$ cat config.mk
export PLATFORM = sky130hd
export DESIGN_NAME = elbeth_fetch_stage
export DESIGN_NICKNAME = d
export VERILOG_FILES = /design/src/rtl/elbeth_fetch_pkg.sv /design/src/rtl/elbeth_fetch_queue.sv /design/src/rtl/elbeth_fetch_stage.sv
export SDC_FILE = /design/constraint.sdc
export NUM_CORES = 1
export LEC_CHECK = 0
export ABC_AREA = 1
export CAP_MARGIN = 20
export CORE_MARGIN = 1.5
export CORE_UTILIZATION = 47
export DETAILED_ROUTE_END_ITERATION = 6
export PLACE_DENSITY = 0.77
export SLEW_MARGIN = 10
export SYNTH_ARGS = -nofsm -noshare
export SYNTH_HDL_FRONTEND = slang
export SYNTH_SLANG_ARGS = --single-unit
$ cat constraint.sdc
create_clock -name clk -period 7.7 [get_ports clk]
set_input_delay 1.54 -clock clk [delete_from_list [all_inputs] [get_ports clk]]
set_output_delay 1.54 -clock clk [all_outputs]
set_load 0.05 [all_outputs]
$ cat src/rtl/elbeth_fetch_pkg.sv
// Shared definitions for the ELBETH fetch stage: NOP encoding, exception source
// code, fetch FSM state codes and the fetch-queue entry layout.
package elbeth_fetch_pkg;

  localparam logic [31:0] NOP = 32'h0000_0013;

  // Fetch-stage exception source; zero means "no exception" on if_except_src.
  localparam logic [3:0] ECODE_INST_ADDR_MISALIGNED = 4'h1;

  typedef enum logic [1:0] {
    FETCH_RUN  = 2'b00,
    FETCH_WAIT = 2'b01,
    FETCH_DROP = 2'b10
  } fetch_state_e;

  typedef struct packed {
    logic        xcpt;
    logic [31:0] pc;
    logic [31:0] inst;
  } fetch_entry_t;

  function automatic logic misaligned(input logic [31:0] addr);
    return addr[1:0] != 2'b00;
  endfunction

endpackage

$ cat src/rtl/elbeth_fetch_queue.sv
// Two-entry FIFO of fetched {xcpt, pc, inst} entries with flush; head is
// presented combinationally to the IF/ID boundary.
module elbeth_fetch_queue
  import elbeth_fetch_pkg::*;
(
  input  logic         clk,
  input  logic         rst,
  input  logic         flush,
  input  logic         push,
  input  fetch_entry_t push_data,
  input  logic         pop,
  output fetch_entry_t head,
  output logic         empty,
  output logic [1:0]   count
);

  fetch_entry_t slots [2];
  logic         rd_ptr;
  logic         wr_ptr;
  logic         full;
  logic         push_ok;
  logic         pop_ok;

  assign empty   = (count == 2'd0);
  assign full    = (count == 2'd2);
  assign push_ok = push & ~full;
  assign pop_ok  = pop & ~empty;
  assign head    = slots[rd_ptr];

  // Flush wins over a simultaneous push so a redirect never leaks an old entry.
  always_ff @(posedge clk) begin
    if (rst || flush) begin
      rd_ptr <= 1'b0;
      wr_ptr <= 1'b0;
      count  <= 2'd0;
    end else begin
      if (push_ok) wr_ptr <= ~wr_ptr;
      if (pop_ok)  rd_ptr <= ~rd_ptr;
      count <= count + {1'b0, push_ok} - {1'b0, pop_ok};
    end
  end

  always_ff @(posedge clk) begin
    if (push_ok && !flush) slots[wr_ptr] <= push_data;
  end

endmodule

$ cat src/rtl/elbeth_fetch_stage.sv
// ELBETH RV32I instruction fetch: owns the PC, keeps one request outstanding to
// instruction memory, buffers words in a 2-entry queue and handles redirects.
module elbeth_fetch_stage
  import elbeth_fetch_pkg::*;
#(
  parameter logic [31:0] RESET_PC = 32'h0000_0200,
  parameter int          QDEPTH   = 2
) (
  input  logic        clk,
  input  logic        rst,
  output logic        imem_req,
  output logic [31:0] imem_addr,
  input  logic        imem_gnt,
  input  logic        imem_rvalid,
  input  logic [31:0] imem_rdata,
  input  logic        id_stall,
  input  logic        ex_redirect,
  input  logic [31:0] ex_target,
  input  logic        csr_xcpt,
  input  logic [31:0] csr_xcpt_pc,
  output logic        if_valid,
  output logic [31:0] if_inst,
  output logic [31:0] if_pc,
  output logic        if_xcpt,
  output logic [3:0]  if_except_src
);

  localparam logic [1:0] QCAP = 2'(QDEPTH);

  fetch_state_e state, state_next;
  logic [31:0]  pc;
  logic [31:0]  req_pc;
  logic         halted;
  logic         xcpt_pending;
  logic         redirect;
  logic [31:0]  target;
  logic [1:0]   occ_after;

  fetch_entry_t q_head;
  fetch_entry_t q_push_data;
  logic         q_push;
  logic         q_pop;
  logic         q_empty;
  logic [1:0]   q_count;

  assign redirect  = csr_xcpt | ex_redirect;
  assign target    = csr_xcpt ? csr_xcpt_pc : ex_target;
  assign imem_addr = {pc[31:2], 2'b00};
  assign q_pop     = ~q_empty & ~id_stall;

  elbeth_fetch_queue u_queue (
    .clk       (clk),
    .rst       (rst),
    .flush     (redirect),
    .push      (q_push),
    .push_data (q_push_data),
    .pop       (q_pop),
    .head      (q_head),
    .empty     (q_empty),
    .count     (q_count)
  );

  // imem handshake: imem_req is a valid, imem_gnt its ready; a request transfers
  // on imem_req & imem_gnt, and once raised it holds imem_addr until granted
  // unless a redirect cancels it. Responses arrive in order on imem_rvalid.
  always_comb begin
    state_next  = state;
    imem_req    = 1'b0;
    q_push      = 1'b0;
    q_push_data = '{xcpt: 1'b0, pc: req_pc, inst: imem_rdata};
    occ_after   = q_count + 2'd1 - {1'b0, q_pop};
    unique case (state)
      FETCH_RUN: begin
        imem_req = ~halted & ~redirect & (q_count < QCAP);
        if (imem_req && imem_gnt) state_next = FETCH_WAIT;
      end
      FETCH_WAIT: begin
        if (redirect) begin
          state_next = imem_rvalid ? FETCH_RUN : FETCH_DROP;
        end else if (imem_rvalid) begin
          q_push     = 1'b1;
          // The returning word takes the slot it reserved; the next fetch
          // needs a further slot once this cycle's pop is accounted for.
          imem_req   = occ_after < QCAP;
          state_next = (imem_req && imem_gnt) ? FETCH_WAIT : FETCH_RUN;
        end
      end
      FETCH_DROP: begin
        if (imem_rvalid) state_next = FETCH_RUN;
      end
      default: state_next = FETCH_RUN;
    endcase
    if (xcpt_pending) begin
      q_push      = 1'b1;
      q_push_data = '{xcpt: 1'b1, pc: pc, inst: NOP};
    end
    if (rst) imem_req = 1'b0;
  end

  always_ff @(posedge clk) begin
    if (rst) begin
      state        <= FETCH_RUN;
      pc           <= RESET_PC;
      req_pc       <= 32'h0;
      halted       <= 1'b0;
      xcpt_pending <= 1'b0;
    end else begin
      state        <= state_next;
      xcpt_pending <= 1'b0;
      if (redirect) begin
        pc           <= target;
        halted       <= misaligned(target);
        xcpt_pending <= misaligned(target);
      end else if (imem_req && imem_gnt) begin
        req_pc <= pc;
        pc     <= pc + 32'd4;
      end
    end
  end

  assign if_valid      = ~q_empty;
  assign if_inst       = q_empty ? NOP : q_head.inst;
  assign if_pc         = q_empty ? 32'h0 : q_head.pc;
  assign if_xcpt       = ~q_empty & q_head.xcpt;
  assign if_except_src = if_xcpt ? ECODE_INST_ADDR_MISALIGNED : 4'h0;

endmodule

* After elaboration in Yosys (flattened, before gate mapping)
Memory sizes are Yosys's and may differ from the RTL's. A register that Yosys moved wholly into a read port is not among the register bits.
Index checks and enable logic that the tools add are counted.
** Word-level totals
- Register bits after elaboration :: 72
- Bits in latches :: 0
- Memory bits (writable) :: 130
- Bits in read-only memories :: 0
- Bits of input ports :: 103
- Logic and storage cells :: 75
- Memories :: 1
** Memory list
- u_queue.slots :: depth 2, bits a word 65, read ports 1, clocked after memory_dff 1, wr ports 1, line elbeth_fetch_queue.sv:17 : fetch_entry_t slots [2];
** Operators by class
- Add/sub/neg operators :: 5
- Multipliers :: 0
- Divide/modulo/power cells :: 0
- Order comparisons :: 2
- Equal/unequal tests :: 6
- Shift-type cells :: 0
- Muxes and demuxes :: 26
- Bitwise gates (word level) :: 14
- Reductions and logical operators :: 13
** Operator list (number)
- two-way mux 32 bit :: 5
- two-way mux 65 bit :: 1
- adder 32 x 3 -> 32 bit, second input constant :: 1
- two-way mux 1 bit :: 13
- two-way mux 2 bit :: 5
- NOT 1 bit :: 7
- AND 1 bit :: 6
- case mux 2 bit (3 select lines) :: 1
- == test 2 bit, second input constant :: 2
- logical AND 1 bit :: 4
- zero test 2 bit :: 2
- less-than comparator 2 bit, second input constant :: 2
- != test 2 bit, second input constant :: 2
- nonzero test 2 bit :: 2
- subtractor 2 x 1 -> 2 bit :: 2
- != test 3 bit, second input constant :: 1
- AND reduction 3 bit :: 1
- adder 2 x 1 -> 2 bit :: 1
- adder 2 x 1 -> 2 bit, second input constant :: 1
- == test 2 x 1 -> 1 bit, second input constant :: 1
- case mux 1 bit (2 select lines) :: 1
- AND reduction 2 bit :: 1
- OR reduction 2 bit :: 1
- zero test 1 bit :: 1
- other kinds (2) :: 2

* Depth between registers and ports, before layout
Gate-level depths: netlist of run 1.
- Depth after elaboration :: 12
- Gate-level depth with buffers :: 15
- Mapped depth without buffers :: 14

* Hierarchy
A second synthesis of run 1 with hierarchy kept.
** Unflattened totals
- Cell total of the unflattened synthesis :: 1267
- Area, all modules :: 10660.2 µm²
** Modules (own cells, without submodules)
- elbeth_fetch_stage :: instances 1, cells each 1028, area each 5515.3 µm², sequential area each 1361.3 µm²
- elbeth_fetch_queue :: instances 1, cells each 239, area each 5144.9 µm², sequential area each 4003.8 µm²

* Worst setup path after synthesis of run 1
OpenSTA, ideal clock, no wires.
- Kind :: input-to-reg
- Start :: input port csr_xcpt
- End :: memory u_queue.slots[1][0] (netlist bit), enable pin
- Setup time :: 0.568 ns
- Arrival :: 6.714 ns
- Required time :: 7.132 ns
- Setup slack :: 0.418 ns
- Stages on the path :: 8
- Path buffers :: 1
- Cells stage by stage :: buf_4 -> clkinv_2 -> nand2_4 -> nor2_2 -> nand2_1 -> a22oi_1 -> inv_1 -> nor3_1
** Between the ends
- Cells in the longest elaborated chain, start to end :: 8
- Elaborated cells on any way between the ends :: 9
** Ends and longest elaborated chain
- from (decl) :: line elbeth_fetch_stage.sv:19 : input logic csr_xcpt,
- OR 1 bit :: line elbeth_fetch_stage.sv:46 : assign redirect = csr_xcpt | ex_redirect;
- two-way mux 1 bit :: line elbeth_fetch_stage.sv:78 : if (redirect) begin
- two-way mux 1 bit :: line elbeth_fetch_stage.sv:72 : unique case (state)
- two-way mux 1 bit :: line elbeth_fetch_stage.sv:93 : if (xcpt_pending) begin
- AND 1 bit :: line elbeth_fetch_queue.sv:26 : assign push_ok = push & ~full;
- via u_queue.push_ok :: line elbeth_fetch_queue.sv:21 : logic push_ok;
- logical AND 1 bit :: line elbeth_fetch_queue.sv:44 : if (push_ok && !flush) slots[wr_ptr] <= push_data;
- two-way mux 1 bit :: line elbeth_fetch_queue.sv:44
- two-way mux 1 bit (not written as such) :: line elbeth_fetch_queue.sv:44
- to (decl) :: line elbeth_fetch_queue.sv:17
The timed path passes the listed nets, and every way through them passes these cells.

* Worst setup path in the final report of run 1
- Start :: input port csr_xcpt
- End :: output port imem_req
** Between the ends
- Cells in the longest elaborated chain, start to end :: 6
- Elaborated cells on any way between the ends :: 7
** Ends and longest elaborated chain
- OR 1 bit * :: line elbeth_fetch_stage.sv:46
- NOT 1 bit (no line)
- AND 1 bit (2 in series) :: line elbeth_fetch_stage.sv:74 : imem_req = ~halted & ~redirect & (q_count < QCAP);
- case mux 1 bit (2 select lines) * :: line elbeth_fetch_stage.sv:72
- two-way mux 1 bit * :: line elbeth_fetch_stage.sv:97 : if (rst) imem_req = 1'b0;
- to (decl) :: line elbeth_fetch_stage.sv:11 : output logic imem_req,
Mark *: on every way between the ends. The rest lies on a longest branch, timed or not.

==> flow_summary.ini, run 1 <==
[finish]
postLayoutCellArea_um2 = 12500
seqCellArea_um2 = 5370
fillCellCount = 1831
area_growth_pct = 25.1
drive_gt1_share_pct = 4.41
multi_input_comb_area_um2 = 3680
antennaDiodeCount = 0
layout.nets = 1478

[critical_path]
cp_top_family = buffers and inverters
critPathCaptureType = primary output
rr_startpoint = u_queue.count[1]
crit_buf_inv = 4
critical_path.most_common_cell = clkdlybuf4s50_1
critical_path_arrival_ns = 4.16
crit_chain = clkdlybuf4s50_1, buf_4, clkinv_2, nand2_4, nor2_2, nand3_2, a21oi_1, clkdlybuf4s50_1
crit_type = primary input to primary output
startpoint = csr_xcpt
critPathMaxFanout = 34
cp.required_ns = 6.16
cp-start-kind = primary input
slowest_stage = clkdlybuf4s50_1
max_stage_delay_ns = 0.72

[clock_tree]
cts_resized = 0
cts_tree = done
root_buffer = clkbuf_16
htree_levels = 1
post_cts_buffers = 0
clkSlewWorstSetupHoldPaths_ns = 0.06
worstSkewPairLatency_ns = 0.49
holdBufCountCts = 0
clock_sinks = 203
clock_path_buffers = 3
numCtsBuffers = 21

[job]
cap_viol_max_count = 0

[drt]
route.vias.total = 8316
drt_drc_violations_left = 0
drtIter0Drc = 638
dr.pass1.iters = 5
wl_mm = 24.0
wl_per_cell_um = 14.5
viasPerCell = 5.01
final_antenna_net_count = 0

[synth]
synthTopCellsByCount = nand2_1 (335), nor2_1 (157), a21oi_1 (130), edfxtp_1 (130), inv_1 (108)
synthCells = 1237
ys_types = 37
ys.flop_type = edfxtp_1
synthMostInstantiatedCell = nand2_1
yosysTopAreaCellShare_pct = 39.2
synth_area_leaders = edfxtp_1 (39%), dfxtp_1 (15%), nand2_1 (13%)
netlist_area_um2 = 9970
yosys_register_bits = 203
yosys.area.top_type = edfxtp_1
ys.warnings.count = 0
synth_edf_count = 130
avgSynthCellArea_um2 = 8.06
ys_seq_area_share_pct = 53.8
synth-async-reset-ratio_pct = 0

[floorplanning]
core_um2 = 20900
num_rows = 53
fp.dieW_um = 149
start_util_pct = 47.7
ios = 206
die_y_um = 149
dieArea_um2 = 22100

[run_status]
status = completed

[power]
p_leak_nw = 4.65
vdd_drop_max_uv = 107
p_per_area_nw_per_um2 = 203

[global_routing]
grt_overflow = 0
grt_start_max_net_pins = 100
grt_pass1_wl_mm = 38.4
grt_pass1_vias = 7627
antenna_found_initial = 0
grt_usage_pct = 21.5

[timing]
fin_skew_ns = 0.00953
slew_viol_final = 0
rsz0062_at_grt = false
hold_viol = 0
finalCritPeriodShare_pct = 74.1
fmax_ghz = 0.175
hold_ws_ns = 0.445
period_needed_ns = 5.70
finalSetupTns_ns = 0
setup_viol = 0
relSlewSlack_pct = 36.0
worst_pin_slew_ns = 0.961

[placed_design]
place_area_um2 = 11900
gp_congestion = 0.883
io_buffers = 200
hpwlAfterDp_mm = 15.4

[worst_hold_path]
hold_path_class = register to register
hp-start = req_pc[18]
[cell families (layout without fill, tap and decap cells)]
logic type	Yosys count	after routing	share of synthesized area, %
xor+xnor	4	4	0.351
flops	203	203	53.8
buf+inv	212	355	9.66
simple gates	566	566	23.0
fa+ha+maj	4	4	0.502
other cells	1	5	0.0376
compound gates	247	247	12.6
[metrics by stage]
stage	worst slack, ns	util (%)	total power, mW	std cells
2_1_floorplan	0.418	-	1.53	1241
3_3_place_gp	2.07	56.8	1.65	1622
3_5_place_dp	2.01	56.9	1.66	1623
4_1_cts	2.01	59.7	2.55	1659
5_1_grt	1.84	59.7	2.63	1659
6_report	2.00	59.7	2.53	1659
[worst reg2reg max path: cells and delay by family (launching register included)]
family,cells,cell delay [ns]
buffers and inverters,3,0.89
flip-flops,1,0.39
AND/OR/NAND/NOR,10,2.15
adder cells (fa/ha/maj),1,0.20
[path summary, 6_finish.rpt]
path | endpoint | slack [ns] | cells after the start
hold reg to reg | req_pc[18] | 0.44 | 2
hold / removal | req_pc[18] | 0.44 | 2
setup / recovery | imem_req | 2.00 | 8
setup reg to reg | pc[10] | 3.96 | 14
[registers in the layout, indices dropped and copies added (netlist names), named ones only]
signal and cells:
halted 1, pc 32, req_pc 32, state 2, u_queue.count 2, u_queue.rd_ptr 1, u_queue.slots 130, u_queue.wr_ptr 1
xcpt_pending 1
[layout make-up]
class                           count  area share [%]
Clock buffer                       28            4.42
Clock inverter                      8           0.341
Inverter                          111            3.35
Multi-Input combinational cell    826            29.5
Sequential cell                   203            43.0
Tap cell                          275            2.76
Timing Repair Buffer              208            16.6
[layout by cell type (no fill, tap or decap), types with 4 or more instances in the layout]
cell,synthesis,final
clkdlybuf4s50_1,0,200
nand4_1,5,5
clkbuf_16,0,21
clkbuf_1,51,7
conb_1,1,5
a21oi_1,130,130
ha_1,4,4
nor2_4,2,4
nor2_1,157,155
nand3_1,46,46
or2_2,8,8
buf_4,39,7
edfxtp_1,130,130
o21ai_0,107,107
inv_1,108,107
dfxtp_1,73,71
nand2_1,335,335
[per-layer routing]
layer  wire length, um  track usage [%]  up-vias  part of all wire, %
li1                  -                -     4257                    -
met1             10800             30.6     3735                   45
met2             11000             34.6      301                   46
met3              1890             3.80       23                  7.9
met4               304             4.60        0                  1.3
met5                 0                0        -                    0
[power breakdown]
part	switching [mW]	internal (mW)	leakage, nW
Combinational	0.235	0.141	2.57
Sequential	0.0548	1.21	1.80
Clock	0.388	0.502	0.284
Note: power is estimated with default switching activity, not from simulation.
==> run 2: changes to the inputs <==
CORE_UTILIZATION = 52   (was 47)
PLACE_DENSITY = 0.81   (was 0.77)
clock period = 5.4 ns   (was 7.7 ns; I/O delays follow)
==> flow_summary.ini, run 2 (synthesis gave the netlist of run 1 again) <==
[finish]
top_register = u_queue.slots
reg.largest.list = u_queue.slots (130), pc (32), req_pc (32)
drive_gt1_share_pct = 4.55
mostFrequentLayoutCell = nand2_1
final_cell_mix = nand2_1 (335), clkdlybuf4s50_1 (199), nor2_1 (155)
largest_register_ffs = 130
layout.nets = 1479
antennaDiodeCount = 0
area_growth_pct = 25.2

[timing]
timing.final.ws_setup_ns = 1.14
slew_viol_final = 0
worst_pin_slew_ns = 0.949
rsz0062_at_grt = false
finalSetupTns_ns = 0
hold_viol = 0
fmax_ghz = 0.235
fin_skew_ns = 0.00763
setup_viol = 0
period_needed_ns = 4.26
relSlewSlack_pct = 36.8
finalCritPeriodShare_pct = 78.9

[drt]
dr.pass1.iters = 5
wl_per_cell_um = 14.9
drt_drc_violations_left = 0
wl_mm = 24.1
viasPerCell = 5.27
final_antenna_net_count = 0
route.vias.total = 8523
drtIter0Drc = 640

[clock_tree]
numCtsBuffers = 21
clock_sinks = 203
post_cts_buffers = 0
clock_path_buffers = 3
worstSkewPairLatency_ns = 0.49
htree_levels = 1
holdBufCountCts = 0
root_buffer = clkbuf_16
cts_tree = done
clkSlewWorstSetupHoldPaths_ns = 0.06
cts_resized = 0

[critical_path]
crit_type = primary input to primary output
r2r_slack_ns = 2.28
cp-start-kind = primary input
r2r_end = pc[5]
critPathMaxFanout = 34
critPathCaptureType = primary output
rr_startpoint = u_queue.count[1]
ff2ff_path_depth = 13
cp.required_ns = 4.32
critical_path_arrival_ns = 3.18

[placed_design]
hpwlAfterDp_mm = 15.7
post-place-ws_ns = 1.10
gp_congestion = 0.874
io_buffers = 200

[run_status]
status = completed

[worst_hold_path]
holdPathStages = 2
hold_path_class = register to register
hp-start = req_pc[14]
min_to = req_pc[14]

[global_routing]
grt_usage_pct = 23.6
grt_start_max_net_pins = 100
antenna_found_initial = 0
grt_pass1_vias = 7784
grt_pass1_wl_mm = 38.3
grt_overflow = 0

[floorplanning]
num_rows = 50
fp.dieW_um = 141
die_y_um = 141
dieArea_um2 = 20000
ios = 206
core_um2 = 18800
start_util_pct = 53.1

[power]
vdd_drop_max_uv = 161
power_mw = 3.68
p_leak_nw = 4.69
p_per_area_nw_per_um2 = 295

[job]
cap_viol_max_count = 0
## run 2: report_power, final
group	total, mW	switching, mW	internal (mW)	leakage, nW
Clock	1.34	0.552	0.786	0.308
Combinational	0.541	0.338	0.203	2.58
Sequential	1.80	0.0786	1.72	1.80
## run 2: layer usage
| metal | track usage, % | vias up | share of wire (%) |
|---|---|---|---|
| met2 | 37.8 | 357 | 45 |
| met5 | 0 | - | 0 |
| met3 | 3.71 | 55 | 7.6 |
| met4 | 7.98 | 0 | 2.7 |
| met1 | 33.0 | 3852 | 44 |
| li1 | - | 4259 | - |
## run 2: final cells by class
type / count / area [um^2]
Clock buffer: 28 / 572
Clock inverter: 7 / 58.8
Fill cell: 1555 / 6280
Inverter: 111 / 418
Multi-Input combinational cell: 826 / 3680
Sequential cell: 203 / 5370
Tap cell: 234 / 293
Timing Repair Buffer: 209 / 2090
## run 2: worst max-delay path, cell delays in order
cell and delay, ns:
clkdlybuf4s50_1 0.45, buf_4 0.30, clkinv_2 0.40, nand2_4 0.45
nor2_2 0.08, nand3_2 0.08, a21oi_1 0.13, buf_12 0.18
## run 2: per-stage QoR
step / hold WS, ns / instances / utilization [%] / cell area (um^2)
floorplan: 0.424 / 1241 / - / 9990
global placement: 0.433 / 1582 / 63.1 / 11800
finish: 0.447 / 1618 / 66.5 / 12500
CTS: 0.448 / 1617 / 66.4 / 12500
global route: 0.458 / 1618 / 66.5 / 12500
detailed placement: 0.439 / 1582 / 63.1 / 11800
## run 2: how the worst max path moves through the flow
stage / from / to / depth (start not counted)
after global routing: csr_xcpt / imem_req / 8
after global placement: csr_xcpt / imem_req / 8
final: csr_xcpt / imem_req / 8
after floorplan: csr_xcpt / u_queue.slots[0][0] / 8
after detailed placement: csr_xcpt / u_queue.slots[1][1] / 10
after CTS: csr_xcpt / imem_req / 8
